<file path="config.mk">
export PLATFORM = sky130hd
export DESIGN_NAME = sb_rx_packet_engine
export DESIGN_NICKNAME = d
export VERILOG_FILES = /design/src/rtl/sb_rx_packet_engine.sv
export SDC_FILE = /design/constraint.sdc
export NUM_CORES = 1
export LEC_CHECK = 0
export BUFFER_PORTS_ARGS = -buffer_cell sky130_fd_sc_hd__buf_4
export CAP_MARGIN = 0
export CORE_MARGIN = 4
export CORE_UTILIZATION = 45
export CTS_CLUSTER_DIAMETER = 100
export DETAILED_ROUTE_END_ITERATION = 16
export HOLD_SLACK_MARGIN = 0.05
export SLEW_MARGIN = 5
export SYNTH_ARGS = -nofsm -noshare
export SYNTH_HDL_FRONTEND = slang
export SYNTH_SLANG_ARGS = --single-unit
</file>
<file path="constraint.sdc">
create_clock -name i_clk -period 11.3 [get_ports i_clk]
set_input_delay 2.26 -clock i_clk [delete_from_list [all_inputs] [get_ports i_clk]]
set_output_delay 2.26 -clock i_clk [all_outputs]
set_load 0.02 [all_outputs]
</file>
<file path="src/rtl/sb_rx_packet_engine.sv">
// sb_rx_packet_engine
//   Sideband receive engine. Hunts for clock-pattern lock, then decodes
//   header-only and header+payload messages with parity checks and queues
//   good packets in a first-word-fall-through FIFO for the consumer.
//
// Ports
//   i_clk, i_rst_n          sideband clock, async active-low reset
//   i_de_ser_done           strobe: i_deser_data holds a new 64-bit word
//   i_deser_data            deserialized word
//   i_reset_req             level: abort, flush queue, return to hunting
//   i_pop                   consumer accepts head packet
//   o_de_ser_done_sampled   strobe delayed one cycle (ack)
//   o_pattern_locked        lock level
//   o_pattern_samp_done     one-cycle pulse when lock is declared
//   o_pkt_valid             queue not empty
//   o_pkt_header/_data      head packet header / payload (word 0 in LSBs)
//   o_pkt_has_data          head packet carried payload
//   o_pkt_adapter           head packet dstid[0]
//   o_rsp_delivered         pulse: pushed packet is a response (subcode 4'hA)
//   o_parity_error          pulse: header or data parity failure
//   o_overflow              pulse: packet dropped, queue full
//
// state  | meaning
// IDLE   | nothing seen since reset / reset request
// HUNT   | counting consecutive pattern words
// LOCKED | decoding headers, pattern words ignored
// DATA   | collecting payload words for a latched header
module sb_rx_packet_engine #(
    parameter int DATA_WORDS    = 2,
    parameter int PATTERN_COUNT = 2,
    parameter int FIFO_DEPTH    = 4
) (
    input  logic                     i_clk,
    input  logic                     i_rst_n,
    input  logic                     i_de_ser_done,
    input  logic [63:0]              i_deser_data,
    input  logic                     i_reset_req,
    input  logic                     i_pop,
    output logic                     o_de_ser_done_sampled,
    output logic                     o_pattern_locked,
    output logic                     o_pattern_samp_done,
    output logic                     o_pkt_valid,
    output logic [63:0]              o_pkt_header,
    output logic [64*DATA_WORDS-1:0] o_pkt_data,
    output logic                     o_pkt_has_data,
    output logic                     o_pkt_adapter,
    output logic                     o_rsp_delivered,
    output logic                     o_parity_error,
    output logic                     o_overflow
);

    localparam logic [63:0] PATTERN = 64'hAAAA_AAAA_AAAA_AAAA;
    localparam int PW = 64 * DATA_WORDS;
    localparam int EW = 64 + PW + 1;
    localparam int AW = $clog2(FIFO_DEPTH);
    localparam int CW = AW + 1;
    localparam logic [3:0]    PCNT    = 4'(PATTERN_COUNT);
    localparam logic [2:0]    LAST_W  = 3'(DATA_WORDS - 1);
    localparam logic [CW-1:0] DEPTH_C = CW'(FIFO_DEPTH);

    localparam logic [1:0] ST_IDLE   = 2'd0;
    localparam logic [1:0] ST_HUNT   = 2'd1;
    localparam logic [1:0] ST_LOCKED = 2'd2;
    localparam logic [1:0] ST_DATA   = 2'd3;

    logic [1:0]    state, state_d;
    logic [3:0]    cnt, cnt_d, cnt_inc;
    logic [2:0]    wcnt, wcnt_d;
    logic [63:0]   hdr_q, hdr_d;
    logic [PW-1:0] payload_q, payload_d, payload_nxt;
    logic          strb_q;
    logic [63:0]   word_q;

    logic          is_pat, hdr_good, data_good, is_data_op;
    logic          lock_pulse, perr, push_req;
    logic [EW-1:0] push_entry;

    logic [EW-1:0] mem [FIFO_DEPTH];
    logic [AW-1:0] wr_ptr, rd_ptr;
    logic [CW-1:0] count;
    logic          pop_ok, push_ok;
    logic [EW-1:0] head;

    // Words are staged one cycle so that decode happens on the edge after
    // the strobe; the deserializer may strobe every cycle.
    always_ff @(posedge i_clk or negedge i_rst_n) begin
        if (!i_rst_n) begin
            o_de_ser_done_sampled <= 1'b0;
            strb_q                <= 1'b0;
            word_q                <= '0;
        end else begin
            o_de_ser_done_sampled <= i_de_ser_done;
            strb_q                <= i_de_ser_done && !i_reset_req;
            if (i_de_ser_done) word_q <= i_deser_data;
        end
    end

    assign is_pat     = (word_q == PATTERN);
    assign hdr_good   = ~(^word_q[62:0]);
    assign is_data_op = (word_q[4:0] == 5'b11011);
    assign cnt_inc    = cnt + 4'd1;

    always_comb begin
        payload_nxt = payload_q;
        payload_nxt[64*int'(wcnt) +: 64] = word_q;
    end

    assign data_good = ~(^payload_nxt ^ hdr_q[63]);

    always_comb begin
        state_d    = state;
        cnt_d      = cnt;
        wcnt_d     = wcnt;
        hdr_d      = hdr_q;
        payload_d  = payload_q;
        lock_pulse = 1'b0;
        perr       = 1'b0;
        push_req   = 1'b0;
        push_entry = '0;
        if (strb_q) begin
            case (state)
                ST_IDLE, ST_HUNT: begin
                    state_d = ST_HUNT;
                    cnt_d   = is_pat ? cnt_inc : 4'd0;
                    if (is_pat && cnt_inc == PCNT) begin
                        state_d    = ST_LOCKED;
                        cnt_d      = 4'd0;
                        lock_pulse = 1'b1;
                    end
                end
                ST_LOCKED: begin
                    if (!is_pat) begin
                        if (!hdr_good) begin
                            perr = 1'b1;
                        end else if (is_data_op) begin
                            hdr_d   = word_q;
                            wcnt_d  = 3'd0;
                            state_d = ST_DATA;
                        end else begin
                            push_req   = 1'b1;
                            push_entry = {word_q, {PW{1'b0}}, 1'b0};
                        end
                    end
                end
                default: begin
                    payload_d = payload_nxt;
                    wcnt_d    = wcnt + 3'd1;
                    if (wcnt == LAST_W) begin
                        state_d = ST_LOCKED;
                        wcnt_d  = 3'd0;
                        if (data_good) begin
                            push_req   = 1'b1;
                            push_entry = {hdr_q, payload_nxt, 1'b1};
                        end else begin
                            perr = 1'b1;
                        end
                    end
                end
            endcase
        end
    end

    // A pop on a full queue frees the slot the same-cycle push needs.
    assign pop_ok  = i_pop && (count != '0);
    assign push_ok = push_req && ((count != DEPTH_C) || pop_ok);

    always_ff @(posedge i_clk or negedge i_rst_n) begin
        if (!i_rst_n) begin
            state               <= ST_IDLE;
            cnt                 <= '0;
            wcnt                <= '0;
            hdr_q               <= '0;
            payload_q           <= '0;
            o_pattern_locked    <= 1'b0;
            o_pattern_samp_done <= 1'b0;
            o_parity_error      <= 1'b0;
            o_overflow          <= 1'b0;
            o_rsp_delivered     <= 1'b0;
            wr_ptr              <= '0;
            rd_ptr              <= '0;
            count               <= '0;
        end else if (i_reset_req) begin
            state               <= ST_IDLE;
            cnt                 <= '0;
            wcnt                <= '0;
            hdr_q               <= '0;
            payload_q           <= '0;
            o_pattern_locked    <= 1'b0;
            o_pattern_samp_done <= 1'b0;
            o_parity_error      <= 1'b0;
            o_overflow          <= 1'b0;
            o_rsp_delivered     <= 1'b0;
            wr_ptr              <= '0;
            rd_ptr              <= '0;
            count               <= '0;
        end else begin
            state               <= state_d;
            cnt                 <= cnt_d;
            wcnt                <= wcnt_d;
            hdr_q               <= hdr_d;
            payload_q           <= payload_d;
            if (lock_pulse) o_pattern_locked <= 1'b1;
            o_pattern_samp_done <= lock_pulse;
            o_parity_error      <= perr;
            o_overflow          <= push_req && !push_ok;
            o_rsp_delivered     <= push_ok && (push_entry[EW-47 -: 4] == 4'hA);
            if (push_ok) wr_ptr <= wr_ptr + 1'b1;
            if (pop_ok)  rd_ptr <= rd_ptr + 1'b1;
            case ({push_ok, pop_ok})
                2'b10:   count <= count + 1'b1;
                2'b01:   count <= count - 1'b1;
                default: count <= count;
            endcase
        end
    end

    always_ff @(posedge i_clk) begin
        if (push_ok && !i_reset_req) mem[wr_ptr] <= push_entry;
    end

    assign head           = mem[rd_ptr];
    assign o_pkt_valid    = (count != '0);
    assign o_pkt_header   = o_pkt_valid ? head[EW-1 -: 64] : 64'd0;
    assign o_pkt_data     = o_pkt_valid ? head[PW:1] : {PW{1'b0}};
    assign o_pkt_has_data = o_pkt_valid && head[0];
    assign o_pkt_adapter  = o_pkt_header[56];

endmodule

</file>
== After elaboration in Yosys (flattened, before gate mapping) ==
Memories as Yosys holds them, arrays and structs flattened.
Cells that the tools add are included.
Word-level totals
  flip-flop bits (word level): 279
  input bits: 69
  memories: 1
  memory bits (writable): 772
Operators by class
  multiplexer cells: 69
  shifts and indexed selects: 2
  add/sub/neg operators: 7
  bitwise operators: 1
  equal/unequal tests: 17
  reduce and logical (&&, ||, !) cells: 31
Memories
  mem: depth 4, width 193, read ports 1, clocked after memory_dff 0, write ports 1, RTL line 78  | logic [EW-1:0] mem [FIFO_DEPTH];
Operators with widths (count)
  193-bit two-way mux: 6
  128-bit two-way mux: 4
  64-bit two-way mux: 7
  193-bit one-hot mux with 2 select lines: 1
  128-bit bitwise mux: 1
  128-bit XOR reduction: 1
  64-bit by 33-bit variable shift with 128-bit output, first input constant: 1
  64-bit by 33-bit indexed part select with 128-bit output: 1
  64-bit equality test, second input constant: 1
  63-bit XOR reduction: 1
  9-bit negator with 33-bit output: 1
  1-bit two-way mux: 22
  2-bit two-way mux: 11
  3-bit two-way mux: 7
  4-bit two-way mux: 5
  5-bit AND reduction: 3
  2-bit nonzero test: 7
  3-bit inequality test, second input constant: 4
  3-bit one-hot mux with 2 select lines: 2
  1-bit logical AND: 8
  3-bit by 1-bit adder with 3-bit output, second input constant: 2
  2-bit inequality test, second input constant: 3
  3-bit nonzero test: 2
  5-bit equality test, second input constant: 1
  19 further kinds: 25

== Depth between registers and ports, before layout ==
  depth after elaboration: 13
  depth in mapped cells: 22

== Worst setup path after synthesis ==
OpenSTA, ideal clock, no wires.
  path type: reg2reg
  from: register wcnt[0]
  to: memory mem[0][0] (netlist name), enable pin
  path buffers: 2
  path slack: 2.550 ns
  stages on the path, launching flop included: 19
  data arrival time: 8.173 ns
  library setup time: 0.577 ns
  data required time: 10.723 ns
  cells stage by stage: dfrtp_1 -> inv_1 -> ha_1 -> inv_1 -> ha_1 -> nor2_1 -> and3_1 -> clkbuf_1 -> mux2i_1 -> xor3_1 -> xor2_1 -> xnor3_1 -> ha_1 -> or3_1 -> clkbuf_1 -> inv_1 -> a31oi_2 -> nor3_1 -> and2_1
Between the ends
  cells in the longest elaborated chain, start to end: 13
  elaborated cells between the ends (all ways): 15
  classes of those cells: add/sub (1); eq/ne (1); shift (2); mux (7); bitwise (1); reduce/logical (3)
Ends and longest elaborated chain
  from (decl): RTL line 68  | logic [2:0] wcnt, wcnt_d;
  from (signal assigned): RTL line 199  | wcnt <= wcnt_d;
  9-bit negator with 33-bit output: RTL line 105  | payload_nxt[64*int'(wcnt) +: 64] = word_q;
  64-bit by 33-bit indexed part select with 128-bit output / 64-bit by 33-bit variable shift with 128-bit output (equally long branches): RTL line 105
  128-bit bitwise mux: RTL line 105
  128-bit XOR reduction: RTL line 108  | assign data_good = ~(^payload_nxt ^ hdr_q[63]);
  1-bit bitwise XOR: RTL line 108
  1-bit two-way mux: RTL line 151  | if (data_good) begin
  1-bit two-way mux (*): RTL line 148  | if (wcnt == LAST_W) begin
  1-bit one-hot mux with 2 select lines (*): RTL line 121  | case (state)
  1-bit two-way mux (*): RTL line 120  | if (strb_q) begin
  1-bit logical AND (*): RTL line 165  | assign push_ok = push_req && ((count != DEPTH_C) || pop_ok);
  1-bit logical AND (*): RTL line 218  | if (push_ok && !i_reset_req) mem[wr_ptr] <= push_entry;
  1-bit two-way mux (*): RTL line 218
  1-bit two-way mux (not written as such) (*): RTL line 218
  to (decl): RTL line 78
Mark *: on every way between the ends. The rest lies on a longest branch, timed or not.

== Final worst setup path ==
  from: register wcnt[0]
  to: memory mem[3][52] (netlist name), enable pin
The elaborated chain is that of the path after synthesis.

==> impl_metrics.json <==
{
  "cell_total_after_placement": 4629,
  "final_common_cell": "edfxtp_1",
  "clock.fmax_ghz": 0.142,
  "via_count": 27587,
  "worstRegToRegCells": 19,
  "insertedDiodeCount": 0,
  "period_minus_slack_ns": 7.04,
  "total_power_mw": 9.24,
  "critPathRequiredTime_ns": 11.60,
  "num_io_pins": 270,
  "synth_edf_count": 772,
  "post_drt_wl_per_cell_um": 25.6,
  "worst-r2r-setup-slack_ns": 4.26,
  "layout-area-overhead-vs-synth_pct": 14.9,
  "ctsHtreeMaxLevel": 3,
  "grt_usage_pct": 22.8,
  "floorplan.initialDensity_pct": 45.3,
  "setup_viol": 0,
  "cts-root-buf": "clkbuf_16",
  "cap_viol_max_count": 0,
  "report.final.slew_viol_count": 0,
  "clockBufferDepth": 3,
  "share_seq_of_total_power_pct": 45.8,
  "synth_cell_types": 55,
  "io_buffers": 269,
  "die_w_um": 328,
  "worst_flop_to_flop_path_startpoint": "wcnt[0]",
  "worstPathArrival_ns": 7.33,
  "drive_above_1_share_pct": 21.5,
  "worst_margin_slew_ns": 1.15,
  "postLayoutSetupSlackWorst_ns": 4.26,
  "cts_tree": "yes",
  "fillerInstances": 8461,
  "worst_setup_hold_path_clk_slew_ns": 0.06,
  "setup_tns_ns": 0,
  "drt_wl_total_um": 124000,
  "switching_power_mw": 2.32,
  "placement.setup.worst_slack_ns": 4.26,
  "netlist_top_cells_area": "edfxtp_1 (50%), dfrtp_1 (15%), mux4_2 (9.5%), xnor2_1 (3.6%), nand2_1 (3.6%)",
  "synthesis.instances": 3223,
  "layout.cells.non_filler": 4835,
  "run_status": "complete, no violations",
  "coreArea_um2": 102000,
  "cp-startpoint": "wcnt[0]",
  "max-vdd-ir-drop_uv": 141,
  "post_cts_resized": 0,
  "die-area_um2": 107000,
  "initialDrtViolationCount": 3324,
  "cts.repair_timing.setup_buffer_count": 0,
  "netSwitchingFraction_pct": 25.1,
  "worst_setup_path_start_kind": "register",
  "nNetsFinal": 3484,
  "path_class": "reg -> reg",
  "synth_async_sr_flop_share_pct": 26.5,
  "min_period_over_period_pct": 62.3,
  "fp.dieH_um": 328,
  "cts_made_buffers": 108,
  "post_drt_via_cell_ratio": 5.71,
  "power_leakage_nw": 20.8,
  "cell_taking_the_most_area_after_synthesis": "edfxtp_1",
  "cts_sinks": 1051,
  "synthesis.nets": 3336,
  "row_count": 117,
  "hpwlAfterDp_um": 79200,
  "cp-end-kind": "register",
  "synth_top_area_share_pct": 50.4,
  "synth_area_um2": 46000,
  "routabilityCongestion": 0.886,
  "synth_area_per_cell_um2": 14.3,
  "clk_latency_ns": 0.69,
  "fin_util_pct": 52.0,
  "ctsHoldBuffers": 0,
  "synth_top_flop_cell": "edfxtp_1",
  "holdCritPathClass": "reg -> reg",
  "r2r-end": "mem[3][52]",
  "pwr-share-clk_pct": 40.9,
  "fin_worst_skew_ns": 0.0310,
  "grt_overflow": 0,
  "mostFrequentLayoutCells": "edfxtp_1 (772), nand2_1 (433), buf_4 (300)",
  "power_density_over_the_cells_nw_per_um2": 175,
  "drt_first_pass_iters": 6,
  "max-slew-margin-rel_pct": 23.5,
  "via_count_of_the_first_global_routing_pass": 27428,
  "power.internal_mw": 6.92,
  "yosysSeqAreaShare_pct": 65.6,
  "power.share.combinational_pct": 13.3,
  "timing.critical_path.fanout_max": 71,
  "cp-endpoint": "mem[3][52]",
  "synth_warnings": 0,
  "ys_ff_latch": 1051,
  "grt_max_degree": 148,
  "drt.antenna.violating_nets": 0,
  "detail_route.drc_violations": 0,
  "timing_hold_violations_final": 0,
  "grt_first_pass_wirelength_um": 183000,
  "number_of_antenna_violations_at_the_first_check_in_global_routing": 4,
  "rsz_0062_raised_after_global_routing": "no"
}
==> flip-flops by register name, indices dropped and copies added (netlist names), 3 cells and up <==
signal,cells
mem,772
payload_q,128
count,3
hdr_q,64
wcnt,3
cnt,4
word_q,64
==> worst min path at each step <==
| stage | start | end | slack (ns) | cells past startpoint |
|---|---|---|---|---|
| 3_3_place_gp | o_pattern_locked | o_pattern_locked | 0.47 | 1 |
| 3_5_place_dp | o_pattern_locked | o_pattern_locked | 0.48 | 1 |
| 2_1_floorplan | hdr_q[4] | hdr_q[4] | 0.48 | 2 |
| 6_report | o_pattern_locked | o_pattern_locked | 0.49 | 1 |
| 5_1_grt | o_pattern_locked | o_pattern_locked | 0.53 | 1 |
| 4_1_cts | o_pattern_locked | o_pattern_locked | 0.50 | 1 |
==> cell families after synthesis <==
| group | after synthesis | synth area share, % |
|---|---|---|
| flip-flops | 1051 | 65.6 |
| AND/OR/NAND/NOR | 900 | 9.06 |
| AO/OA/AOI/OAI | 391 | 4.88 |
| buffers and inverters | 317 | 2.92 |
| multiplexers | 293 | 11.7 |
| XOR/XNOR | 227 | 4.60 |
| adder cells (fa/ha/maj) | 44 | 1.21 |
==> Yosys cell counts (2+ instances only) <==
| library cell | n |
|---|---|
| edfxtp_1 | 772 |
| nand2_1 | 435 |
| dfrtp_1 | 279 |
| a21oi_1 | 272 |
| and2_1 | 198 |
| mux4_2 | 193 |
| xnor2_1 | 189 |
| clkbuf_1 | 174 |
| nand3_1 | 133 |
| nor2_1 | 89 |
| mux2i_1 | 64 |
| a22o_1 | 62 |
| inv_1 | 46 |
| ha_1 | 43 |
| buf_2 | 42 |
| o21ai_0 | 39 |
| buf_1 | 37 |
| mux2_2 | 35 |
| xor2_1 | 26 |
| buf_4 | 9 |
| buf_6 | 9 |
| nand4_1 | 7 |
| nor3_1 | 7 |
| nor2b_1 | 6 |
| xnor2_2 | 6 |
| xnor3_1 | 5 |
| nand2b_1 | 4 |
| o22ai_1 | 4 |
| or3_1 | 4 |
| a31oi_1 | 3 |
| and3_1 | 3 |
| nor4_1 | 3 |
| a32o_1 | 2 |
| nand4b_1 | 2 |
==> power by group through the flow <==
stage | clock (mW) | combinational (mW) | sequential [mW]
CTS | 3.85 | 1.25 | 4.23
floorplan | 0 | 0.997 | 4.22
global route | 4.00 | 1.35 | 4.23
global placement | 0 | 1.24 | 4.30
detailed placement | 0 | 1.25 | 4.31
finish | 3.78 | 1.23 | 4.23
==> routing by layer <==
metal / GRT usage [%] / vias to the layer above / routed length, um
met5: 0 / - / 0
met3: 4.29 / 180 / 9500
met2: 35.0 / 1068 / 57100
met4: 6.51 / 0 / 3250
li1: - / 11978 / -
met1: 33.4 / 14361 / 54100
==> worst max-delay path: stages (launching register included) <==
cell	delay [ns]
dfrtp_1	0.46
inv_1	0.10
ha_1	0.20
inv_1	0.09
ha_4	0.35
nor2_1	0.22
and3_2	0.22
buf_4	0.71
nor2_1	0.13
a21oi_1	0.20
xnor2_1	0.15
xnor3_1	0.26
xnor3_1	0.20
ha_1	0.30
or3_4	0.62
inv_2	0.14
a31oi_2	0.10
nor3_1	0.56
and2_4	0.63
buf_4	0.81
==> cell type report <==
cell class                      instances  area, um^2  share of cell area (%)
Multi-Input combinational cell       1855       14500                    27.5
Inverter                               46         173                   0.327
Clock buffer                          135        2970                    5.62
Clock inverter                         71         847                    1.60
Sequential cell                      1051       30200                    57.1
Timing Repair Buffer                  309        2420                    4.58
Tap cell                             1368        1710                    3.24
==> through the flow <==
stage	hold WS, ns	instance area [um^2]
after detailed placement	0.483	49000
after global routing	0.532	52800
after floorplan	0.481	46000
after global placement	0.470	49000
final	0.490	52800
after CTS	0.496	52800
Power figures use the tool's default switching activity.
